## src/rtl/serial_pkg.sv

```systemverilog
// rtl/serial_pkg.sv - shared types and defaults for the bit-serial subtractor
//
// Purpose : FSM state encoding and default operand width.
// Contents: state_t  - IDLE / SHIFT / DONE
//           DEFAULT_WIDTH - default operand and result width

package serial_pkg;

  localparam int DEFAULT_WIDTH = 8;

  typedef enum logic [1:0] {
    IDLE  = 2'd0,
    SHIFT = 2'd1,
    DONE  = 2'd2
  } state_t;

endpackage

```

## src/rtl/full_binary_subtractor.sv

```systemverilog
// rtl/full_binary_subtractor.sv - single-bit combinational full subtractor
//
// Purpose : D = A - B - B_in for one bit, with the borrow out of that bit.
// Ports   : A     in  minuend bit
//           B     in  subtrahend bit
//           B_in  in  borrow into this bit
//           D     out difference bit
//           B_out out borrow out of this bit

module full_binary_subtractor (
  input  logic A,
  input  logic B,
  input  logic B_in,
  output logic D,
  output logic B_out
);

  logic ab_diff;

  assign ab_diff = A ^ B;
  assign D       = ab_diff ^ B_in;
  // Borrow when B exceeds A outright, or when A == B and a borrow is pending.
  assign B_out   = (~A & B) | (~ab_diff & B_in);

endmodule

```

## src/rtl/serial_subtractor.sv

```systemverilog
// rtl/serial_subtractor.sv - bit-serial LSB-first subtractor with start/busy/done handshake
//
// Purpose : Diff = A - B - B_in (mod 2^WIDTH), one bit per clock through a
//           single shared full-subtractor cell; borrow carried in a flop.
// Ports   : clk    in  clock, rising edge
//           rst    in  asynchronous active-low reset
//           start  in  begin an operation (honoured in IDLE or DONE only)
//           A      in  minuend, captured on the accepting edge
//           B      in  subtrahend, captured on the accepting edge
//           B_in   in  initial borrow, captured on the accepting edge
//           busy   out high while bits are being shifted
//           done   out one-cycle pulse when a new result is valid
//           Diff   out result register
//           B_out  out borrow out of the MSB (unsigned A < B + B_in)
//           V      out two's-complement overflow

module serial_subtractor
  import serial_pkg::*;
#(
  parameter int WIDTH = DEFAULT_WIDTH
) (
  input  logic             clk,
  input  logic             rst,
  input  logic             start,
  input  logic [WIDTH-1:0] A,
  input  logic [WIDTH-1:0] B,
  input  logic             B_in,
  output logic             busy,
  output logic             done,
  output logic [WIDTH-1:0] Diff,
  output logic             B_out,
  output logic             V
);

  localparam int CNT_W = (WIDTH > 1) ? $clog2(WIDTH) : 1;
  localparam logic [CNT_W-1:0] LAST_BIT = CNT_W'(WIDTH - 1);

  state_t             state_q, state_d;
  logic [WIDTH-1:0]   a_sh_q, a_sh_d;
  logic [WIDTH-1:0]   b_sh_q, b_sh_d;
  logic [WIDTH-1:0]   d_sh_q, d_sh_d;
  logic               borrow_q, borrow_d;
  logic [CNT_W-1:0]   cnt_q, cnt_d;
  logic [WIDTH-1:0]   diff_q, diff_d;
  logic               b_out_q, b_out_d;
  logic               v_q, v_d;

  logic               cell_d;
  logic               cell_bn;

  // The one shared cell always looks at the current LSBs and the held borrow.
  full_binary_subtractor u_cell (
    .A     (a_sh_q[0]),
    .B     (b_sh_q[0]),
    .B_in  (borrow_q),
    .D     (cell_d),
    .B_out (cell_bn)
  );

  always_comb begin
    state_d  = state_q;
    a_sh_d   = a_sh_q;
    b_sh_d   = b_sh_q;
    d_sh_d   = d_sh_q;
    borrow_d = borrow_q;
    cnt_d    = cnt_q;
    diff_d   = diff_q;
    b_out_d  = b_out_q;
    v_d      = v_q;

    case (state_q)
      IDLE, DONE: begin
        if (start) begin
          state_d  = SHIFT;
          a_sh_d   = A;
          b_sh_d   = B;
          d_sh_d   = '0;
          borrow_d = B_in;
          cnt_d    = '0;
        end else begin
          state_d  = IDLE;
        end
      end

      SHIFT: begin
        a_sh_d   = a_sh_q >> 1;
        b_sh_d   = b_sh_q >> 1;
        d_sh_d   = {cell_d, d_sh_q[WIDTH-1:1]};
        borrow_d = cell_bn;
        cnt_d    = cnt_q + CNT_W'(1);
        if (cnt_q == LAST_BIT) begin
          // Publish on the same edge the MSB is computed; borrow_q here is
          // the borrow into the MSB, so its xor with the borrow out is V.
          diff_d  = {cell_d, d_sh_q[WIDTH-1:1]};
          b_out_d = cell_bn;
          v_d     = borrow_q ^ cell_bn;
          state_d = DONE;
        end
      end

      default: begin
        state_d = IDLE;
      end
    endcase
  end

  always_ff @(posedge clk or negedge rst) begin
    if (!rst) begin
      state_q  <= IDLE;
      a_sh_q   <= '0;
      b_sh_q   <= '0;
      d_sh_q   <= '0;
      borrow_q <= 1'b0;
      cnt_q    <= '0;
      diff_q   <= '0;
      b_out_q  <= 1'b0;
      v_q      <= 1'b0;
    end else begin
      state_q  <= state_d;
      a_sh_q   <= a_sh_d;
      b_sh_q   <= b_sh_d;
      d_sh_q   <= d_sh_d;
      borrow_q <= borrow_d;
      cnt_q    <= cnt_d;
      diff_q   <= diff_d;
      b_out_q  <= b_out_d;
      v_q      <= v_d;
    end
  end

  assign busy  = (state_q == SHIFT);
  assign done  = (state_q == DONE);
  assign Diff  = diff_q;
  assign B_out = b_out_q;
  assign V     = v_q;

endmodule

```

## config.mk

```make
export PLATFORM = sky130hd
export DESIGN_NAME = serial_subtractor
export DESIGN_NICKNAME = d
export VERILOG_FILES = /design/src/rtl/serial_pkg.sv /design/src/rtl/full_binary_subtractor.sv /design/src/rtl/serial_subtractor.sv
export SDC_FILE = /design/constraint.sdc
export NUM_CORES = 1
export LEC_CHECK = 0
export CAP_MARGIN = 20
export CORE_UTILIZATION = 38
export DETAILED_ROUTE_END_ITERATION = 8
export GPL_TIMING_DRIVEN = 0
export SLEW_MARGIN = 20
export SYNTH_ARGS = -nofsm -noshare
export SYNTH_HDL_FRONTEND = slang
export SYNTH_HIERARCHICAL = 1
export SYNTH_SLANG_ARGS = --single-unit
export TNS_END_PERCENT = 100
```

## constraint.sdc

```tcl
create_clock -name clk -period 1.9 [get_ports clk]
set_input_delay 0.285 -clock clk [delete_from_list [all_inputs] [get_ports clk]]
set_output_delay 0.285 -clock clk [all_outputs]
set_load 0.03 [all_outputs]
```

==> qor.csv <==
metric,value,unit
CTS buffer count,5,
sequential share of the synthesized area,51.2,%
Layout Area Growth over Synthesis,28.9,%
crit end category,output pin,
die width,72.8,µm
Async SR Flop Fraction,100,%
Die Footprint,5300,µm²
"Slew Viols, Final",0,
final antenna diode count,0,
clock sinks,39,
"most common cell after layout, fill and taps aside",dfrtp_1,
Area contributors post-synth,"dfrtp_1 51%, mux2i_1 10%, mux2_2 5.9%, a211oi_1 5.5%, nor2b_1 4.9%",
pre-CTS setup slack,-0.0380,ns
Post-CTS Setup Bufs,0,
post-synthesis compound-gate area fraction,15.2,%
Worst Reg-to-Reg Cells,5,
Clock Tree Buf Depth,2,
Fin Clk Skew,0.00686,ns
worst-path fanout max,10,
R2R setup slack,0.34,ns
mux contribution to synthesized area,16.4,%
Hold Crit Class,input port to asynchronous set/reset pin,
1st-pass router iterations,4,
MaxCap Viol Count,0,
Antenna Violating Nets Remaining,0,
XOR/XNOR share of the synthesized area,0.459,%
CTS root buffer,clkbuf_8,
nets,223,
Yosys warnings,6,
drt wl/cell,15.1,µm
Startpoint Class,flop,
htree depth,2,
largest area contributor in the netlist,dfrtp_1,
IO Pins,32,
most frequent cells in the layout,"39 x dfrtp_1, 28 x clkdlybuf4s50_1, 20 x mux2i_1",
final worst-path cycle share,93.9,%
Leak,1.04,nW
port bufs,31,
kind of critical path,flop to output pin,
share of cells above drive strength 1,16.4,%
r2r endpoint,Diff[0],
CP arrival,1.50,ns
# DRC,0,
Worst-path clk slew,0.08,ns
number of library cell types mapped by synthesis,24,
outcome,finished clean,
Yosys reg bits,39,
Initial Util,39.8,%
setup ws final,0.115,ns
worst-margin pin slew,0.492,ns
launch point of the worst reg-to-reg path,cnt_q[0],
VDD IR-drop max,0.728,mV
# rows,25,
Slew headroom,67.2,%
"Clk Latency, worst-skew pair",0.30,ns
pwr/cell area,1620,nW/µm²
total number of vias,1371,
Fillers,423,
adder-cell share of the synthesized area,2.36,%
total grt overflow,0,
"EDFF count, synth",0,
syn nets,183,
Post-Synth Simple-Gate Area,8.73,%
register area,976,µm²
Synth top area share,51.2,%
Starting DRT DRC Count,46,
Post-Synthesis Cells,160,
die height,72.8,µm
Period minus WS final,1.78,ns
Multi-input gate area,822,µm²
first-pass GRT wire length,6870,µm
gr usage total,17.4,%
TritonCTS clock tree,yes,
"Setup violations, final",0,
Hold Fails Final Rpt,0,
"Avg Cell Area, Syn",11.9,µm²
DPL Wire Length,2860,µm
Hold Slack,0.407,ns
Netlist Area Pre-Place,1910,µm²
largest family of logic cells by synthesized area,multiplexers,
initial antenna violation count,0,
RSZ-0062 raised after global routing,false,
WL final,4040,µm
final core utilization,51.4,%
routed vias/inst,5.12,
maximum operating frequency,560,MHz
"Req. time, crit path",1.62,ns
largest net degree at the start of global routing,28,
predominant post-synthesis flop cell,dfrtp_1,
core outline area,4790,µm²
vias in the first global route,1434,
Final Wtd Congestion,0.720,
==> cell families (layout without fill, tap and decap cells) <==
family	Yosys count	after routing
AO/OA/AOI/OAI	43	43
AND/OR/NAND/NOR	26	26
buffers and inverters	18	59
flip-flops	39	39
XOR/XNOR	1	1
adder cells (fa/ha/maj)	3	3
multiplexers	30	30
==> power breakdown <==
part / internal (mW) / switching, mW
combinational: 0.814 / 0.870
sequential: 1.21 / 0.247
clock: 0.524 / 0.316
total: 2.55 / 1.43
==> synth_stat cells, drive strengths merged (2+ instances only) <==
library cell and number:
ha 2, clkbuf 3, nand2 5, mux2 10, nor2b 16, o21ai 7, buf 9, a21oi 15
dfrtp 39, a211oi 14, inv 6, a22o 6, mux2i 20, nand3 2
==> per-layer routing <==
metal / up-vias / share of wire (%) / GRT usage, %
met2: 35 / 50 / 30.3
met5: - / 0 / 0
met3: 5 / 4.3 / 4.70
met1: 676 / 45 / 20.8
li1: 655 / - / -
met4: 0 / 1.0 / 5.88
==> worst max path at each step <==
stage                          start   endpoint  slack, ns  cells past startpoint
after floorplan           state_q[1]       done       0.42                      3
after global placement           rst  a_sh_q[6]      -0.37                      1
after detailed placement  state_q[1]       done      -0.04                      4
after CTS                 state_q[1]       done      0.006                      4
after global routing      state_q[1]       busy       0.03                      4
final                     state_q[0]       busy       0.12                      4
==> critical path, cell delays in order, from the launching register on <==
cell and delay [ns]:
dfrtp_1 0.35, buf_6 0.14, nor2b_4 0.15, buf_6 0.15, dlygate4sd2_1 0.41
==> state kept, by name (all words and copies together) (netlist names) <==
name      count
cnt_q         3
B_out         1
V             1
b_sh_q        8
borrow_q      1
state_q       2
d_sh_q        7
a_sh_q        8
Diff          8
==> metrics by stage <==
stage          area (µm²)  std cells  power [mW]  TNS (ns)
2_1_floorplan        1910        160        2.62         0
3_3_place_gp         2300        258        3.10    -14.37
3_5_place_dp         2320        259        3.19   -0.0380
4_1_cts              2460        268        4.03         0
5_1_grt              2460        268        4.25         0
6_report             2460        268        3.98         0
==> what timing repair did <==
action                                 4_1_cts  5_1_grt
endpoints found under the hold margin       12        0
setup endpoints to repair                    2        1
hold buffers                                 1        0
cloned                                       0        0
resized for setup                            3        2
==> layout make-up <==
cell class | instances | share of cell area [%]
Buffer | 12 | 3.61
Clock buffer | 5 | 2.80
Clock inverter | 3 | 2.75
Inverter | 6 | 0.916
Multi-Input combinational cell | 103 | 33.4
Sequential cell | 39 | 39.7
Tap cell | 67 | 3.41
Timing Repair Buffer | 33 | 13.4
Power figures use the tool's default switching activity.
